[src/rtl/dlx_pkg.sv]
// Shared DLX definitions: ALU op codes, op type and the EX/MEM register layout.
// Used by the control decoder, the ALU and the execute stage.
package dlx_pkg;

  typedef logic [4:0] alu_op_t;

  localparam alu_op_t ALU_ADD   = 5'd0;
  localparam alu_op_t ALU_ADDU  = 5'd1;
  localparam alu_op_t ALU_SUB   = 5'd2;
  localparam alu_op_t ALU_SUBU  = 5'd3;
  localparam alu_op_t ALU_AND   = 5'd4;
  localparam alu_op_t ALU_OR    = 5'd5;
  localparam alu_op_t ALU_XOR   = 5'd6;
  localparam alu_op_t ALU_LHI   = 5'd7;
  localparam alu_op_t ALU_SLL   = 5'd8;
  localparam alu_op_t ALU_SRL   = 5'd9;
  localparam alu_op_t ALU_SRA   = 5'd10;
  localparam alu_op_t ALU_SEQ   = 5'd11;
  localparam alu_op_t ALU_SNE   = 5'd12;
  localparam alu_op_t ALU_SLT   = 5'd13;
  localparam alu_op_t ALU_SGT   = 5'd14;
  localparam alu_op_t ALU_SLE   = 5'd15;
  localparam alu_op_t ALU_SGE   = 5'd16;
  localparam alu_op_t ALU_SLTU  = 5'd17;
  localparam alu_op_t ALU_SGTU  = 5'd18;
  localparam alu_op_t ALU_PASSA = 5'd19;

  typedef struct packed {
    logic [31:0] result;
    logic        memtoreg;
    logic        regwrite;
    logic        memwrite;
    logic [4:0]  towrite;
    logic [31:0] mem_data;
  } exmem_t;

endpackage

[src/rtl/dlx_alu.sv]
// Combinational DLX ALU: result plus carry/overflow/zero/set flags.
// Shifts (ops 8-10) exist only when DLX_EX_SHIFTER_EN is defined; otherwise they yield 0.
module dlx_alu
  import dlx_pkg::*;
(
  input  logic [31:0] a_i,
  input  logic [31:0] b_i,
  input  alu_op_t     op_i,
  output logic [31:0] result_o,
  output logic        carry_o,
  output logic        overflow_o,
  output logic        zero_o,
  output logic        set_o
);

  logic [32:0] add_w;
  logic [32:0] sub_w;
  logic        slt_w;
  logic        sltu_w;
  logic        set_bit;
  logic        is_set;

  // Subtraction as A + ~B + 1, so the carry out reads as "no borrow".
  assign add_w  = {1'b0, a_i} + {1'b0, b_i};
  assign sub_w  = {1'b0, a_i} + {1'b0, ~b_i} + 33'd1;
  assign slt_w  = $signed(a_i) < $signed(b_i);
  assign sltu_w = a_i < b_i;

  always_comb begin
    result_o   = '0;
    carry_o    = 1'b0;
    overflow_o = 1'b0;
    set_bit    = 1'b0;
    is_set     = 1'b0;
    case (op_i)
      ALU_ADD: begin
        result_o   = add_w[31:0];
        carry_o    = add_w[32];
        overflow_o = (a_i[31] == b_i[31]) && (add_w[31] != a_i[31]);
      end
      ALU_ADDU: begin
        result_o = add_w[31:0];
        carry_o  = add_w[32];
      end
      ALU_SUB: begin
        result_o   = sub_w[31:0];
        carry_o    = sub_w[32];
        overflow_o = (a_i[31] != b_i[31]) && (sub_w[31] != a_i[31]);
      end
      ALU_SUBU: begin
        result_o = sub_w[31:0];
        carry_o  = sub_w[32];
      end
      ALU_AND:   result_o = a_i & b_i;
      ALU_OR:    result_o = a_i | b_i;
      ALU_XOR:   result_o = a_i ^ b_i;
      ALU_LHI:   result_o = {b_i[15:0], 16'h0000};
`ifdef DLX_EX_SHIFTER_EN
      ALU_SLL:   result_o = a_i << b_i[4:0];
      ALU_SRL:   result_o = a_i >> b_i[4:0];
      ALU_SRA:   result_o = 32'($signed(a_i) >>> b_i[4:0]);
`else
      ALU_SLL, ALU_SRL, ALU_SRA: result_o = '0;
`endif
      ALU_SEQ:   begin is_set = 1'b1; set_bit = (a_i == b_i);        end
      ALU_SNE:   begin is_set = 1'b1; set_bit = (a_i != b_i);        end
      ALU_SLT:   begin is_set = 1'b1; set_bit = slt_w;               end
      ALU_SGT:   begin is_set = 1'b1; set_bit = !slt_w && (a_i != b_i); end
      ALU_SLE:   begin is_set = 1'b1; set_bit = slt_w || (a_i == b_i); end
      ALU_SGE:   begin is_set = 1'b1; set_bit = !slt_w;              end
      ALU_SLTU:  begin is_set = 1'b1; set_bit = sltu_w;              end
      ALU_SGTU:  begin is_set = 1'b1; set_bit = !sltu_w && (a_i != b_i); end
      ALU_PASSA: result_o = a_i;
      default:   result_o = '0;
    endcase
    if (is_set) result_o = {31'd0, set_bit};
  end

  assign set_o  = is_set & set_bit;
  assign zero_o = (result_o == 32'd0);

endmodule

[src/rtl/dlx_ex_stage.sv]
// DLX execute stage: combinational ALU plus the falling-edge EX/MEM pipeline register.
// Barrel shifter support is selected by DLX_EX_SHIFTER_EN (see dlx_alu).
module dlx_ex_stage
  import dlx_pkg::*;
(
  input  logic        clk,
  input  logic        rst_n,
  input  logic [31:0] A,
  input  logic [31:0] B,
  input  logic [4:0]  Op_ex,
  input  logic        MemtoReg_ex,
  input  logic        RegWrite_ex,
  input  logic        MemWrite_ex,
  input  logic [4:0]  towrite,
  input  logic [31:0] mem_data,
  output logic [31:0] Result_ex,
  output logic        Carryout,
  output logic        Overflow,
  output logic        Zero,
  output logic        Set,
  output logic [31:0] Result_mem,
  output logic        MemtoReg_mem,
  output logic        RegWrite_mem,
  output logic        MemWrite_mem,
  output logic [4:0]  towrite_ex,
  output logic [31:0] mem_data_ex
);

  exmem_t exmem_d;
  exmem_t exmem_q;

  dlx_alu u_alu (
    .a_i        (A),
    .b_i        (B),
    .op_i       (Op_ex),
    .result_o   (Result_ex),
    .carry_o    (Carryout),
    .overflow_o (Overflow),
    .zero_o     (Zero),
    .set_o      (Set)
  );

  assign exmem_d = '{
    result:   Result_ex,
    memtoreg: MemtoReg_ex,
    regwrite: RegWrite_ex,
    memwrite: MemWrite_ex,
    towrite:  towrite,
    mem_data: mem_data
  };

  // Interstage registers in this CPU all capture on the falling edge.
  always_ff @(negedge clk or negedge rst_n) begin
    if (!rst_n) exmem_q <= '0;
    else        exmem_q <= exmem_d;
  end

  assign Result_mem   = exmem_q.result;
  assign MemtoReg_mem = exmem_q.memtoreg;
  assign RegWrite_mem = exmem_q.regwrite;
  assign MemWrite_mem = exmem_q.memwrite;
  assign towrite_ex   = exmem_q.towrite;
  assign mem_data_ex  = exmem_q.mem_data;

endmodule

[config.mk]
export PLATFORM = sky130hd
export DESIGN_NAME = dlx_ex_stage
export DESIGN_NICKNAME = d
export VERILOG_FILES = /design/src/rtl/dlx_pkg.sv /design/src/rtl/dlx_alu.sv /design/src/rtl/dlx_ex_stage.sv
export SDC_FILE = /design/constraint.sdc
export NUM_CORES = 1
export LEC_CHECK = 0
export BUFFER_PORTS_ARGS = -buffer_cell sky130_fd_sc_hd__clkbuf_2
export CAP_MARGIN = 5
export CORE_MARGIN = 2
export CORE_UTILIZATION = 35
export DETAILED_ROUTE_END_ITERATION = 10
export HOLD_SLACK_MARGIN = 0.03
export SYNTH_ARGS = -nofsm -noshare
export SYNTH_HDL_FRONTEND = slang
export SYNTH_SLANG_ARGS = --single-unit
[constraint.sdc]
create_clock -name clk -period 3.58 [get_ports clk]
set_input_delay 0.179 -clock clk [delete_from_list [all_inputs] [get_ports clk]]
set_output_delay 0.179 -clock clk [all_outputs]
set_load 0.005 [all_outputs]
-- Word level (Yosys, flattened, before mapping)
Cells that the tools add are included.
- eq/ne operators: 22
- multiplexer cells: 6
- reductions and logical operators: 12
- $lt $le $gt $ge: 2
- bitwise logic cells: 5
- $add $sub $neg: 3
- operators by type and width (cell ; number):
    $pmux 32 s7 ; 1
    $add 32x32->33 ; 2
    $lt 32x32->1 ; 2
    $add 33x1->33 const B ; 1
    $and 32x32->32 ; 1
    $eq 32x32->1 ; 1
    $logic_not 32->1 ; 1
    $mux 32 ; 1
    $ne 32x32->1 ; 1
    $not 32->32 ; 1
    $or 32x32->32 ; 1
    $xor 32x32->32 ; 1
    $eq 5x4->1 const B ; 5
    $eq 5x3->1 const B ; 4
    $eq 5x5->1 const B ; 4
    $eq 5x2->1 const B ; 2
    $pmux 1 s8 ; 1
    $reduce_or 8->1 ; 1
    $eq 5x1->1 const B ; 1
    $logic_not 5->1 ; 1
    $logic_and 1x1->1 ; 4
    $pmux 1 s2 ; 2
    $reduce_or 2->1 ; 2
    $ne 1x1->1 ; 3
    other kinds (5) ; 6
- bits of input ports: 111
- register bits: 72
- logic and storage cells: 56
- output and inout bits: 108

-- Depth between registers and ports, before layout
- depth in word-level cells: 6
- depth in mapped cells: 14
- gate-level depth less buffers: 14

-- Modules after synthesis
A second synthesis with hierarchy kept.
- cells, all modules: 987
- area, all modules: 7752.4 µm²
- by module, submodules not included (module ; cells each ; area each (µm²) ; instances ; seq. area each (µm²)):
    dlx_alu ; 915 ; 5950.7 ; 1 ; 0.0
    dlx_ex_stage ; 72 ; 1801.7 ; 1 ; 1801.7

==> out/qor.txt <==
layout net count: 1877
crit path max fanout: 3
Initial Util: 35.5%
total power: 4.02 mW
CTS Sinks: 72
synthesized flop and latch total: 72
CTS tree: done
P_sw: 1.55 mW
EDFF count, synth: 0
initial antenna violation count: 1
CP startpoint kind: input pin
Crit. End Element: flop
die width: 152 um
largest net degree at the start of global routing: 45
number of H-tree levels: 3
DP Worst Slack: -1.24 ns
GR Util All Layers: 33.5%
worst hold path depth: 4
initial drt markers: 954
clock group share of total power: 22.2%
WL final: 40.8 mm
Sw Ratio: 38.6%
combinational share of power: 55.4%
drt drc: 0
remaining antenna violation count after routing: 0
Synth Instances: 978
worst setup path start: B[0]
routed via count: 10700
Wirelength per Cell: 20.9 um
P&R area growth vs syn: 95.2%
RSZ-0062 raised after global routing: true
1st-pass router iterations: 6
vias in the first global route: 10700
Mean Syn Cell Area: 7.87 um2
critical path required time: 2.00 ns
top cell type's share of synthesized area: 23.4%
setup slack after layout: -0.688 ns
total gr overflow: 0
Synth Cell Area: 7700 um2
status: complete, but fails checks
Rel. slew slack: 57.9%
CTS Hold Bufs: 0
Arr. time, crit path: 2.68 ns
die footprint: 23200 um2
Worst Hold Class: input pin to primary output
hold slack: 0.824 ns
number of diodes: 0
final hold violations: 0
Clk pin slew, worst setup/hold paths: 0.05 ns
VDD IR max: 0.198 mV
Syn Nets: 1187
Die Height: 152 um
gpl congestion: 0.992
cell taking the most area after synthesis: dfrtn_1
synth top area cells: dfrtn_1, ha_1, a21oi_1
Hold Crit Start: Op_ex[0]
Placed Area: 12800 um2
sequential share of power: 22.3%
post-synth cell types: 78
Int Pwr: 2.47 mW
most frequent cell after synthesis: inv_1
area of the core: 21700 um2
CTS root buffer: clkbuf_16
Port Buffers: 218
first-pass GRT wire length: 60.6 mm
Pleak: 7.46 nW
CTS max path bufs: 2
Max stage delay on crit path: 0.42 ns
Main synth FF type: dfrtn_1
asr flop ratio synth: 100%
worst slew pin tran: 0.631 ns
# Max-Cap Violations: 0
PwrDens: 268 nW/um2
failing checks: setup timing
Post-Layout Inst Area: 15000 um2
total CTS buffers: 9
Finished Core Util: 69.3%
fin. max-slew vios: 0
CP Cell Sequence: clkbuf_16 > buf_6 > ha_4 > buf_6 > fa_2 > nor2_4 > o21ai_4 > a31oi_4 > o21ai_4 > a21o_1 > o211a_1 > or3_1 > a31o_2
critical path class: input pin to flop
sequential fraction of the synthesis area: 23.4%
vias per cell: 5.47
Synth top cells by count: inv_1, ha_1, a21oi_1, dfrtn_1
yosys warns: 0
DP HPWL: 32.3 mm
std cell rows: 54
Final setup viols: 30
WHS Endpoint: Overflow
# IOs: 219
Slowest-stage cell, CP: fa_2
share of layout cells above drive strength 1: 59.0%
==> cell families (layout without fill, tap and decap cells) <==
kind of cell               Yosys count  after routing  share of synthesized area, %
AOI/OAI and AO/OA                  337            337                          30.0
and+or+nand+nor                    277            277                          18.1
DFF                                 72             72                          23.4
xor gates and xnor gates            25             25                          2.84
muxes                                8              8                          1.04
buffers and inverters              161            856                          8.50
adders and majority gates           98             98                          16.1
==> critical path: cells and delay by family <==
kind,cells,cell delay (ns)
AOI/OAI and AO/OA,6,1.11
adders and majority gates,2,0.57
buffers and inverters,3,0.34
and+or+nand+nor,2,0.47
==> registers in the layout, summed over array words and instances (netlist names) <==
name          cells
MemWrite_mem      1
MemtoReg_mem      1
RegWrite_mem      1
Result_mem       32
mem_data_ex      32
towrite_ex        5
==> metrics by stage <==
step	setup TNS, ns	instances
4_1_cts	-9.88	1925
6_report	-11.89	1953
3_5_place_dp	-27.14	1850
3_3_place_gp	-27.08	1850
5_1_grt	-13.82	1953
2_1_floorplan	-7.92	978
==> power groups by stage <==
stage	logic (mW)	clock network [mW]	registers, mW
6_report	2.23	0.895	0.899
5_1_grt	2.36	0.938	0.903
4_1_cts	2.05	0.906	0.899
3_5_place_dp	1.78	0	0.913
3_3_place_gp	1.78	0	0.912
2_1_floorplan	0.816	0	0.919
==> final cells by class <==
cell class / instances / area [um2]
clock buffers: 9 / 225
clock inverters: 7 / 55.1
fillers: 1761 / 6660
inverters: 103 / 465
multi-input cells: 745 / 6620
flip-flops and latches: 72 / 1800
well taps: 280 / 350
repair buffers: 737 / 5510
==> metal layers <==
layer,wire (um),global-route usage (%)
met2,17800,51.9
met3,3840,6.85
met4,1660,12.8
met1,17500,46.1
met5,0,0
==> layout by cell type (no fill, tap or decap), types with 11 or more instances in the layout <==
master and instances:
nor2_1 62, a21oi_2 17, clkbuf_16 15, dfrtn_1 72, a21oi_1 62, xnor2_1 19
inv_2 21, buf_4 473, a22oi_1 12, a21o_1 18, nand2_1 67, buf_12 11
inv_1 64, a21oi_4 11, ha_1 68, o21ai_2 13, o21ai_0 26, inv_4 12
nor3_1 14, o211ai_1 25, clkbuf_2 194, nand3_1 23, ha_4 22, buf_6 41
nand4_1 13
==> worst max path at each step <==
stage / depth (start not counted) / to / slack [ns]
floorplan: 10 / Result_mem[26] / -0.88
global placement: 14 / Result_mem[25] / -1.26
detailed placement: 14 / Result_mem[31] / -1.24
CTS: 11 / Result_mem[26] / -0.67
global route: 13 / Result_mem[26] / -0.79
finish: 13 / Result_mem[26] / -0.69
==> what timing repair did <==
action                     CTS  global route
buffers inserted            61            36
resized for setup          181           106
hold endpoints to repair     0             0
setup endpoints to repair   29            32
pin swaps                  106            69
(Power assumes the default switching activity.)
